===== src/rtl/nibble_serial_adder.sv =====
// nibble_serial_adder: adds two W-bit operands one 4-bit digit per clock,
// LSB digit first, through a single shared 4-bit adder.
// Compile option: define SUB_EN to add the 'sub' port (a - b via a + ~b + 1).
module nibble_serial_adder #(
  parameter int NIBBLES = 4
) (
  input  logic                   clk,
  input  logic                   rst,
  input  logic                   start,
  input  logic [4*NIBBLES-1:0]   a,
  input  logic [4*NIBBLES-1:0]   b,
  input  logic                   cin,
`ifdef SUB_EN
  input  logic                   sub,
`endif
  output logic                   busy,
  output logic                   done,
  output logic [4*NIBBLES-1:0]   sum,
  output logic                   cout
);

  localparam int W  = 4 * NIBBLES;
  localparam int IW = (NIBBLES > 1) ? $clog2(NIBBLES) : 1;

  typedef enum logic [1:0] {IDLE, ADD, DONE} state_t;

  state_t          state_q, state_d;
  logic [W-1:0]    a_q, b_q, work_q, work_d, sum_q;
  logic [IW-1:0]   idx_q;
  logic            carry_q, cout_q;
  logic            capture, last_nib;
  logic [W-1:0]    b_cap;
  logic            c_cap;
  logic [3:0]      a_nib [NIBBLES];
  logic [3:0]      b_nib [NIBBLES];
  logic [4:0]      add_res;

  // A new operation may only be accepted when no addition is running.
  assign capture  = start && (state_q != ADD);
  assign last_nib = (idx_q == IW'(NIBBLES - 1));

`ifdef SUB_EN
  // Subtraction stores the inverted B and forces the +1 through the carry.
  assign b_cap = sub ? ~b : b;
  assign c_cap = sub ? 1'b1 : cin;
`else
  assign b_cap = b;
  assign c_cap = cin;
`endif

  // Split captured operands into digits and build the next working register,
  // replacing only the digit currently being processed.
  generate
    for (genvar gi = 0; gi < NIBBLES; gi++) begin : g_nib
      assign a_nib[gi] = a_q[4*gi +: 4];
      assign b_nib[gi] = b_q[4*gi +: 4];
      assign work_d[4*gi +: 4] = (state_q == ADD && idx_q == IW'(gi))
                                 ? add_res[3:0] : work_q[4*gi +: 4];
    end
  endgenerate

  // The one shared 4-bit ripple adder.
  assign add_res = {1'b0, a_nib[idx_q]} + {1'b0, b_nib[idx_q]} + {4'b0, carry_q};

  // State register.
  always_ff @(posedge clk or posedge rst) begin
    if (rst) state_q <= IDLE;
    else     state_q <= state_d;
  end

  // Next-state logic.
  always_comb begin
    state_d = state_q;
    case (state_q)
      IDLE:    if (capture) state_d = ADD;
      ADD:     if (last_nib) state_d = DONE;
      DONE:    state_d = start ? ADD : IDLE;
      default: state_d = IDLE;
    endcase
  end

  // Status outputs decoded from the state.
  always_comb begin
    busy = (state_q == ADD);
    done = (state_q == DONE);
  end

  // Datapath: operand capture, per-digit accumulation, result publication.
  always_ff @(posedge clk or posedge rst) begin
    if (rst) begin
      a_q     <= '0;
      b_q     <= '0;
      work_q  <= '0;
      carry_q <= 1'b0;
      idx_q   <= '0;
      sum_q   <= '0;
      cout_q  <= 1'b0;
    end else if (capture) begin
      a_q     <= a;
      b_q     <= b_cap;
      carry_q <= c_cap;
      idx_q   <= '0;
      work_q  <= '0;
    end else if (state_q == ADD) begin
      work_q  <= work_d;
      carry_q <= add_res[4];
      idx_q   <= last_nib ? '0 : idx_q + 1'b1;
      // Result registers only change once the whole word is finished.
      if (last_nib) begin
        sum_q  <= work_d;
        cout_q <= add_res[4];
      end
    end
  end

  assign sum  = sum_q;
  assign cout = cout_q;

endmodule


===== config.mk =====
export PLATFORM = sky130hd
export DESIGN_NAME = nibble_serial_adder
export DESIGN_NICKNAME = d
export VERILOG_FILES = /design/src/rtl/nibble_serial_adder.sv
export SDC_FILE = /design/constraint.sdc
export NUM_CORES = 1
export LEC_CHECK = 0
export BUFFER_PORTS_ARGS = -buffer_cell sky130_fd_sc_hd__buf_2
export CAP_MARGIN = 25
export CORE_ASPECT_RATIO = 0.9
export CORE_MARGIN = 2
export CORE_UTILIZATION = 46
export DETAILED_ROUTE_END_ITERATION = 7
export GPL_TIMING_DRIVEN = 0
export PLACE_DENSITY = 0.64
export SLEW_MARGIN = 20
export SYNTH_ARGS = -nofsm -noshare
export SYNTH_HDL_FRONTEND = slang
export SYNTH_SLANG_ARGS = --single-unit

===== constraint.sdc =====
create_clock -name clk -period 3.9 [get_ports clk]
set_input_delay 0.39 -clock clk [delete_from_list [all_inputs] [get_ports clk]]
set_output_delay 0.39 -clock clk [all_outputs]
set_load 0.02 [all_outputs]

# == After elaboration in Yosys (flattened, before gate mapping) ==
# Index checks and enable logic that the tools add are counted.
# totals
register_bits,70
out_inout_bits,19
inputBits,36
# op_classes
eq_ne,8
mux,21
bitwise,2
order_cmp,1
add_sub_neg,3
n_reduce_logical,10
# ops
operator,n
$mux 16,2
$mux 4,8
$bmux 4 s2,2
$mux 2,5
$eq 2x2->1 const B,3
$pmux 2 s3,1
$add 4x4->5,1
$add 5x1->5,1
$logic_and 1x1->1,5
$eq 2x1->1 const B,2
$logic_not 2->1,2
$ne 2x1->1 const B,2
$ge 3x3->1 const B,1
$mux 1,3
$not 2->3,1
$reduce_and 3->1,1
$add 2x1->2 const B,1
$ne 2x2->1 const B,1
$reduce_and 2->1,1
$reduce_bool 2->1,1
$not 1->1,1

# == Longest topological paths before layout ==
# logic_depth
ltp_word,9
depth_mapped,8

# == Worst setup path after synthesis ==
# No wires, ideal clock.
# synth_path
kind,register to register
from,reg idx_q[0]
to,reg sum_q[6] (netlist: sum[6])
arrival_ps,2566
setup_time_ps,128
path_buffers,1
slack_ps,1206
stages_incl_launch_ff,9
required_ps,3772
cell_sequence,dfrtp_1 buf_2 mux4_2 fa_1 fa_1 xnor2_1 nand2_1 o21ai_0 o21ai_0
# synth_via
elab_chain_len,7
elab_cells_between_ends,14
cone_classes,add/sub (2); eq/ne (2); mux (7); bitwise (1); reduce/logical (2)
# synth_lines
element,line,source
start: declaration,29,logic [IW-1:0] idx_q;
start signal: assignment,107,idx_q <= last_nib ? '0 : idx_q + 1'b1;
$not 2->3 (implied by the code),63,"assign add_res = {1'b0, a_nib[idx_q]} + {1'b0, b_nib[idx_q]} + {4'b0, carry_q};"
$bmux 4 s2,63,
$mux 4 (implied by the code) (2 in a row),63,
$add 4x4->5,63,
$add 5x1->5,63,
$mux 4,58,? add_res[3:0] : work_q[4*gi +: 4];
end signal: assignment,110,sum_q <= work_d;
end: declaration,28,"logic [W-1:0] a_q, b_q, work_q, work_d, sum_q;"
# Parallel ways exist; a longest one is shown, timed or not. The select of a mux whose other input is x is not followed.
# A chain may end at the register's enable or synchronous reset.

# == Worst setup path in the final report ==
# Ends and elaborated chain as after synthesis.

==> impl_metrics.csv <==
group,metric,value,unit
yosys,ys_top_cells_by_area,"dfrtp_1 (55%), mux2_2 (11%), mux4_2 (6.0%)",
cells_and_area,fillers,583,
clock_network,htree_num_levels,3,
sta,hold_ws,0.00533,ns
critical_path,cp_max_fo,10,
routing,postRouteAntennaNets,0,
placement,hpwl,4250,um
grt,antenna_found_initial,0,
clock_network,clk_pin_slew,0.07,ns
pwr,powerDensity,1010,nW/um^2
cells_and_area,final_nets,348,
critical_path,crit_arrival,3.39,ns
critical_path,end_kind,"flop",
sta,finClkSkew,0.0106,ns
sta,slew_viol_final,0,
grt,grt_pass1_wl,10200,um
routing,drc,0,
floorplan,dieWidth,89.4,um
yosys,ys_seq_area_share,54.7,%
clock_network,cts_buffers,9,
clock_network,cts_tree,"yes",
yosys,syn_nets,283,
sta,rsz0062_at_grt,"no",
yosys,synth_area_leader_cell,"dfrtp_1",
flow_run,drv_cap,0,
routing,drtIter0Drc,87,
clock_network,ctsHoldBuffers,0,
routing,wirelength,5800,um
cells_and_area,stdcell_count,395,
yosys,synth_top_area_share,54.7,%
clock_network,cts-root-buf,"clkbuf_8",
placement,gp_congestion,0.766,
floorplan,die-area,7230,um^2
yosys,synth-seq-cells,66,
sta,min_period,3.17,ns
placement,io_buffers,53,
yosys,syn_area_per_cell,12.7,um^2
placement,dp.cells,379,
grt,grt_pass1_vias,2035,
critical_path,critPathRequiredTime,4.12,ns
sta,max_freq,315,MHz
critical_path,critPathKind,"reg -> reg",
routing,first_pass_iters,4,
routing,via_per_inst,5.13,
clock_network,ctsResizeCount,0,
floorplan,core_area,6220,um^2
floorplan,rows,27,
yosys,synth_edf_count,0,
yosys,synthCells,238,
sta,period_share,81.3,%
critical_path,critPathBufInv,1,
floorplan,ios,55,
clock_network,clock_latency,0.34,ns
sta,worstMarginPinSlew,0.637,ns
clock_network,postCtsSetupRepairBufs,0,
critical_path,crit_chain,"buf_2 > mux4_2 > fa_1 > fa_1 > xnor2_1 > nand2_1 > o21ai_0 > o21ai_0",
yosys,synthFlopType,"dfrtp_1",
grt,grt_overflow,0,
yosys,synth.most_common_cell,"dfrtp_1",
sta,setup_tns,0,ns
sta,finalHoldViolations,0,
floorplan,start_util,48.6,%
grt,grt_max_degree,44,
clock_network,clkSinkCount,66,
grt,grt_usage,19.2,%
cells_and_area,area_growth,19.9,%
critical_path,crit_slowest_cell,"mux4_2",
yosys,synth.cell_area,3020,um^2
cells_and_area,antenna_cells,0,
yosys,yosys_warnings,0,
yosys,async_flop_share,100,%
yosys,ys_types,32,
cells_and_area,drive_gt1_share,39.3,%
clock_network,clk_path_buf_depth,2,
sta,finalSetupViolations,0,
yosys,synthTopCellsByCount,"dfrtp_1 (66), nand2_1 (32), mux2_2 (30)",
routing,vias,2027,
critical_path,crit_path_max_incr_delay,0.57,ns
pwr,vdd_drop_max,0.000416,V
critical_path,cp_top_family,"adder cells",
sta,relSlewSlack,57.3,%
routing,wl_per_cell,14.7,um
run_status,status,"completed",
worst_hold_path,hold_class,"in -> async",
pwr,p_leak,0.00169,uW
critical_path,cp-start-kind,"flop",
floorplan,die_h,80.9,um
## layout make-up
| class | count | area, um^2 | area share (%) |
|---|---|---|---|
| repair buffers | 54 | 293 | 8.09 |
| flip-flops and latches | 66 | 1650 | 45.6 |
| plain buffers | 17 | 103 | 2.83 |
| inverters | 7 | 31.3 | 0.864 |
| clock inverters | 2 | 35.0 | 0.968 |
| clock buffers | 14 | 163 | 4.49 |
| multi-input cells | 148 | 1240 | 34.1 |
| well taps | 87 | 109 | 3.01 |
## state kept, by name, indices dropped and copies added, names as in the netlist
| name | count |
|---|---|
| sum | 16 |
| cout | 1 |
| b_q | 16 |
| a_q | 16 |
| carry_q | 1 |
| work_q | 12 |
| state_q | 2 |
| idx_q | 2 |
## power breakdown
part,internal [uW],leakage [uW],total (uW),switching [uW]
Combinational,849,0.000782,1930,1080
Sequential,1010,0.000808,1160,156
Clock,330,0.000101,577,247
Total,2190,0.00169,3670,1480
## logic make-up (layout without fill, tap and decap cells)
kind of cell / Yosys count / in the layout / share of synthesized area [%]
buffers and inverters: 24 / 94 / 4.35
multiplexers: 49 / 49 / 20.9
flip-flops: 66 / 66 / 54.7
AND/OR/NAND/NOR: 51 / 51 / 7.83
adder cells (fa/ha/maj): 9 / 9 / 4.23
XOR/XNOR: 1 / 1 / 0.290
AO/OA/AOI/OAI: 38 / 38 / 7.71
## worst register-to-register path, cell delays in order, from the launching register on
cell	delay [ns]
dfrtp_1	0.41
buf_2	0.34
mux4_2	0.58
fa_1	0.45
fa_1	0.42
xnor2_1	0.53
nand2_1	0.12
o21ai_0	0.10
o21ai_0	0.10
## cell usage in the layout, fill, tap and decap left out, types with 6 or more instances in the layout
master	instances
a32o_1	6
buf_2	57
clkbuf_1	7
clkbuf_8	11
dfrtp_1	66
ha_1	7
mux2_2	30
mux2i_1	9
mux4_2	8
nand2_1	32
o21ai_0	17
## worst paths after layout
check,from,slack [ns],depth (start not counted),to
worst max-delay path,idx_q[0]$_DFFE_PP0P_,0.73,8,sum[6]$_DFFE_PP0P_
worst min-delay path,rst,0.005,2,a_q[1]$_DFFE_PP0P_
worst max register to register,idx_q[0]$_DFFE_PP0P_,0.73,8,sum[6]$_DFFE_PP0P_
worst min register to register,sum[12]$_DFFE_PP0P_,0.47,2,sum[12]$_DFFE_PP0P_
max in group asynchronous,rst,3.38,3,a_q[7]$_DFFE_PP0P_
min in group clk,b[4],0.26,2,b_q[4]$_DFFE_PP0P_
## metrics by stage
step / area [um^2] / power, uW / setup slack (ns) / utilization, %
finish: 3620 / 3670 / 0.730 / 58.3
global placement: 3390 / 3090 / 0.684 / 54.6
floorplan: 3020 / 2590 / 1.21 / -
global route: 3620 / 4010 / 0.460 / 58.3
detailed placement: 3420 / 3130 / 0.716 / 55.1
CTS: 3620 / 3730 / 0.642 / 58.3
## metal layers
layer | vias to the layer above | GRT usage, % | wire length (um)
li1 | 967 | - | -
met1 | 1009 | 27.2 | 2810
met2 | 39 | 28.7 | 2640
met3 | 12 | 3.66 | 230
met4 | 0 | 8.96 | 120
met5 | - | 0 | 0
(Power assumes the default switching activity.)
